[src/rtl/lanectrl_pause_sync_mc.sv]
// rtl/lanectrl_pause_sync_mc.sv - per-lane HS_IO clock-pause synchroniser with minimum pause width and gap
// Optional per-lane stretch statistics are enabled by LANECTRL_PAUSE_SYNC_STATS_EN.
module lanectrl_pause_sync_mc #(
   parameter int NUM_LANES        = 4,
   parameter int SYNC_STAGES      = 2,
   parameter int MIN_PAUSE_CYCLES = 2,
   parameter int MIN_GAP_CYCLES   = 1,
   parameter int OUT_FALL_EDGE    = 0
) (
   input  logic                   CLK,
   input  logic                   RESET,
   input  logic [NUM_LANES-1:0]   HS_IO_CLK_PAUSE,
`ifdef LANECTRL_PAUSE_SYNC_STATS_EN
   input  logic                   STAT_CLR,
   output logic [NUM_LANES*8-1:0] PAUSE_STRETCH_CNT,
`endif
   output logic [NUM_LANES-1:0]   HS_IO_CLK_PAUSE_SYNC,
   output logic                   PAUSE_ANY
);

   localparam int CW = $clog2(MIN_PAUSE_CYCLES + 1);
   localparam int GW = (MIN_GAP_CYCLES > 0) ? $clog2(MIN_GAP_CYCLES + 1) : 1;

   typedef enum logic [1:0] {IDLE, HOLD, GAP} state_t;

   for (genvar g = 0; g < NUM_LANES; g++) begin : g_lane
      logic [SYNC_STAGES-1:0] sync_q;
      logic                   s;
      state_t                 state_q, state_d;
      logic [CW-1:0]          cnt_q, cnt_d;
      logic [GW-1:0]          gcnt_q, gcnt_d;
      logic                   pend_q, pend_d;
      logic                   out_q, out_d;
      logic                   str_q, str_d;
      logic                   hold_exit;

      assign s = sync_q[SYNC_STAGES-1];

      always_ff @(posedge CLK or posedge RESET) begin
         if (RESET) begin
            sync_q  <= '0;
            state_q <= IDLE;
            cnt_q   <= '0;
            gcnt_q  <= '0;
            pend_q  <= 1'b0;
            out_q   <= 1'b0;
            str_q   <= 1'b0;
         end else begin
            sync_q[0] <= HS_IO_CLK_PAUSE[g];
            for (int i = 1; i < SYNC_STAGES; i++) sync_q[i] <= sync_q[i-1];
            state_q <= state_d;
            cnt_q   <= cnt_d;
            gcnt_q  <= gcnt_d;
            pend_q  <= pend_d;
            out_q   <= out_d;
            str_q   <= str_d;
         end
      end

      always_comb begin
         state_d   = state_q;
         cnt_d     = cnt_q;
         gcnt_d    = gcnt_q;
         pend_d    = pend_q;
         out_d     = out_q;
         str_d     = str_q;
         hold_exit = 1'b0;
         case (state_q)
            IDLE: begin
               if (s) begin
                  state_d = HOLD;
                  cnt_d   = CW'(1);
                  out_d   = 1'b1;
                  str_d   = 1'b0;
               end
            end
            HOLD: begin
               if (!s && cnt_q >= CW'(MIN_PAUSE_CYCLES)) begin
                  hold_exit = 1'b1;
                  out_d     = 1'b0;
                  cnt_d     = '0;
                  pend_d    = 1'b0;
                  if (MIN_GAP_CYCLES > 0) begin
                     state_d = GAP;
                     gcnt_d  = GW'(1);
                  end else begin
                     state_d = IDLE;
                  end
               end else begin
                  if (cnt_q < CW'(MIN_PAUSE_CYCLES)) cnt_d = cnt_q + CW'(1);
                  // out is still high while the synced request has already gone low
                  if (!s) str_d = 1'b1;
               end
            end
            GAP: begin
               if (gcnt_q >= GW'(MIN_GAP_CYCLES)) begin
                  gcnt_d = '0;
                  pend_d = 1'b0;
                  if (s || pend_q) begin
                     state_d = HOLD;
                     cnt_d   = CW'(1);
                     out_d   = 1'b1;
                     str_d   = 1'b0;
                  end else begin
                     state_d = IDLE;
                  end
               end else begin
                  gcnt_d = gcnt_q + GW'(1);
                  // s is low on GAP entry, so any high s here is a new request
                  if (s) pend_d = 1'b1;
               end
            end
            default: state_d = IDLE;
         endcase
      end

      if (OUT_FALL_EDGE != 0) begin : g_fall
         logic fe_q;
         always_ff @(negedge CLK or posedge RESET) begin
            if (RESET) fe_q <= 1'b0;
            else       fe_q <= out_q;
         end
         assign HS_IO_CLK_PAUSE_SYNC[g] = fe_q;
      end else begin : g_rise
         assign HS_IO_CLK_PAUSE_SYNC[g] = out_q;
      end

`ifdef LANECTRL_PAUSE_SYNC_STATS_EN
      logic [7:0] stat_q;
      always_ff @(posedge CLK or posedge RESET) begin
         if (RESET)                                        stat_q <= '0;
         else if (STAT_CLR)                                stat_q <= '0;
         else if (hold_exit && str_q && stat_q != 8'hff)   stat_q <= stat_q + 8'd1;
      end
      assign PAUSE_STRETCH_CNT[8*g +: 8] = stat_q;
`endif
   end

   assign PAUSE_ANY = |HS_IO_CLK_PAUSE_SYNC;

endmodule
[config.mk]
export PLATFORM = sky130hd
export DESIGN_NAME = lanectrl_pause_sync_mc
export DESIGN_NICKNAME = d
export VERILOG_FILES = /design/src/rtl/lanectrl_pause_sync_mc.sv
export SDC_FILE = /design/constraint.sdc
export NUM_CORES = 1
export LEC_CHECK = 0
export CAP_MARGIN = 20
export CELL_PAD_IN_SITES_DETAIL_PLACEMENT = 1
export CELL_PAD_IN_SITES_GLOBAL_PLACEMENT = 1
export CORE_ASPECT_RATIO = 0.6
export CORE_MARGIN = 10
export CORE_UTILIZATION = 30
export DETAILED_ROUTE_END_ITERATION = 8
export PLACE_DENSITY_LB_ADDON = 0.2
export SKIP_CTS_REPAIR_TIMING = 1
export SLEW_MARGIN = 10
export SYNTH_ARGS = -nofsm -noshare
export SYNTH_HDL_FRONTEND = slang
export SYNTH_SLANG_ARGS = --single-unit
[constraint.sdc]
create_clock -name CLK -period 1.7 [get_ports CLK]
set_input_delay 0.17 -clock CLK [delete_from_list [all_inputs] [get_ports CLK]]
set_output_delay 0.17 -clock CLK [all_outputs]
set_load 0.005 [all_outputs]
==> impl_metrics.env <==
export IMPL_outcome="finished, final reports clean"
export IMPL_power_density_nw_per_um2=1778
export IMPL_final_core_util_pct=34.79
export IMPL_core_area_um2=6028
export IMPL_swShare_pct=38.38
export IMPL_grt_max_degree=37
export IMPL_syn_area_um2=1847
export IMPL_rows=22
export IMPL_crit_arrival_ps=1380
export IMPL_period_needed_ps=1548
export IMPL_min_path_type="in -> async"
export IMPL_synth_area_leader_cell="dfrtp_1"
export IMPL_numPortBuffers=10
export IMPL_syn_inst=179
export IMPL_peakVddDrop_v=0.0004714
export IMPL_die_area_um2=9797
export IMPL_worst_pin_slew_ps=452.6
export IMPL_rsz0062_at_grt="no"
export IMPL_maxCapViolations=0
export IMPL_drtPass1Iterations=4
export IMPL_clock_skew_ps=3.948
export IMPL_first_iter_violations=44
export IMPL_via_per_inst=4.817
export IMPL_area_delta_synth_final_pct=13.55
export IMPL_reg2reg_from="g_lane[0].cnt_q[1]"
export IMPL_layout_commonest_cell="dfrtp_1"
export IMPL_fmax_mhz=645.9
export IMPL_cp_max_fo=3
export IMPL_slew_limit_headroom_pct=69.83
export IMPL_power_frac_comb_pct=40.3
export IMPL_cts_buffers_inserted=5
export IMPL_synth_top_area_share_pct=48.78
export IMPL_cts_buffer_depth=2
export IMPL_fin_crit_sh_pct=91.07
export IMPL_synth_nets=189
export IMPL_diodes=0
export IMPL_ys_types=45
export IMPL_start_kind="flop"
export IMPL_pwr_share_clk_pct=17.2
export IMPL_grt_busiest_layer="met2"
export IMPL_synth_seq_cells=36
export IMPL_power_leakage_nw=0.9007
export IMPL_drive_above_1_share_pct=10.58
export IMPL_synthTopCellsByArea="dfrtp_1 49%, a21oi_1 4.1%, nand2b_1 4.1%"
export IMPL_die_w_um=121.3
export IMPL_grt_pass1_wl_mm=6.955
export IMPL_regToRegSetupSlack_ps=200
export IMPL_crit_required_ps=1530
export IMPL_vias=1315
export IMPL_multi_input_area_um2=832.0
export IMPL_endpoint_kind="primary output"
export IMPL_gp_congestion=0.7781
export IMPL_cts_tree="built"
export IMPL_internal_power_mw=2.297
export IMPL_fin_tns_setup_ps=0
export IMPL_final_max_slew_violation_count=0
export IMPL_io_pins=11
export IMPL_track_usage_pct=8.804
export IMPL_grt_met1_usage_pct=11.44
export IMPL_antenna_found_initial=0
export IMPL_clock_latency_ps=280
export IMPL_final_setup_viol_count=0
export IMPL_root_buffer="clkbuf_8"
export IMPL_crit_start="g_lane[2].out_q"
export IMPL_setup_worst_path_class="reg -> out"
export IMPL_die_y_um=80.78
export IMPL_seq_area_um2=900.9
export IMPL_start_util_pct=30.64
export IMPL_drcViolationCount=0
export IMPL_grt_pass1_vias=1428
export IMPL_grtUsageMet2_pct=13.46
export IMPL_power_share_sequential_pct=42.5
export IMPL_synth_avg_cell_area_um2=10.32
export IMPL_synth_edf_count=0
export IMPL_cts_max_level=2
export IMPL_cts_sinks=36
export IMPL_ant_nets=0
export IMPL_cts_clk_slew_worst_paths_ps=70
export IMPL_totalWireLength_mm=3.862
export IMPL_ys_warnings_count=0
export IMPL_grt_util_met3_pct=2.562
export IMPL_layout_common_cells="36 x dfrtp_1, 15 x a21oi_1, 14 x inv_1"
export IMPL_dpl_hpwl_mm=2.909
export IMPL_ys_seq_area_share_pct=48.78
export IMPL_synthArstFlopShare_pct=100.0
export IMPL_post_drt_wl_per_cell_um=14.15
export IMPL_hold_violations=0
export IMPL_p_switching_mw=1.431
export IMPL_globalRouteOverflowTotal=0
export IMPL_ys_flop_type="dfrtp_1"
export IMPL_final_nets=199
export IMPL_fillCellCount=681
kinds of logic (layout without fill, tap and decap cells):
kind of cell             Yosys count  count (layout)  synth area share (%)
multiplexers                       4               4                 2.439
buffers and inverters             22              32                 6.165
AO/OA/AOI/OAI                     62              62                 24.26
XOR/XNOR                           2               2                0.9487
AND/OR/NAND/NOR                   49              49                 14.70
adder cells (fa/ha/maj)            4               4                 2.710
flip-flops                        36              36                 48.78
synth_stat cells, drive strengths merged, types with 2 or more instances:
cell type and number:
nand2b 13, and2 2, a211oi 2, buf 8
a21o 2, nand2 8, nor2b 8, mux2i 3
inv 14, a221oi 4, o2bb2ai 2, ha 4
o221a 2, o21ai 10, dfrtp 36, o21ba 3
nor2 9, a211o 2, o22ai 6, o21bai 3
xnor2 2, o221ai 2, nor3 3, a21oi 15
worst paths after layout:
check / end / cells after the start
max: PAUSE_ANY / 2
min: g_lane[3].state_q[1] / 3
max reg2reg: g_lane[0].gcnt_q / 4
min reg2reg: g_lane[2].sync_q[1] / 0
max in group asynchronous: g_lane[2].sync_q[1] / 3
min in group CLK: g_lane[1].sync_q[0] / 1
layout make-up:
class                      instances  area share (%)
timing repair buffer              11           5.251
inverter                          14           2.506
clock buffer                       7           4.594
multi-input combinational        121           39.68
sequential                        36           42.96
tap                               84           5.012
sequential cells by signal, summed over array words and instances, names as in the netlist:
name and flops:
g_lane.cnt_q 8, g_lane.gcnt_q 4, g_lane.out_q 4, g_lane.pend_q 4, g_lane.state_q 8, g_lane.sync_q 8
critical path, stage by stage, from the launching register on:
cell            delay [ps]
dfrtp_1                390
or4_1                  540
dlymetal6s2s_1         170
metal layers:
layer | vias to the layer above | routed length, um
met5 | - | 0
met4 | 0 | 54
met3 | 7 | 98
met2 | 12 | 1735
met1 | 642 | 1973
li1 | 654 | -
power by group through the flow:
stage / Sequential (mW) / Clock [mW] / Combinational [mW]
after global routing: 1.65 / 0.726 / 1.73
after global placement: 1.56 / 0 / 1.45
after CTS: 1.58 / 0.667 / 1.54
final: 1.58 / 0.640 / 1.50
after detailed placement: 1.59 / 0 / 1.52
after floorplan: 1.41 / 0 / 1.33
per-stage QoR:
step                instances  hold slack, ps  power (mW)  cell area (um2)  worst slack [ps]
floorplan                 179           201.4       2.740             1847             410.6
global placement          266           334.4       3.004             1998             157.4
detailed placement        266           336.2       3.116             1998             143.1
CTS                       273           314.7       3.786             2095            -174.0
global route              273           308.3       4.107             2097             103.8
finish                    273           295.8       3.728             2097             151.8
Note: power is estimated with default switching activity, not from simulation.
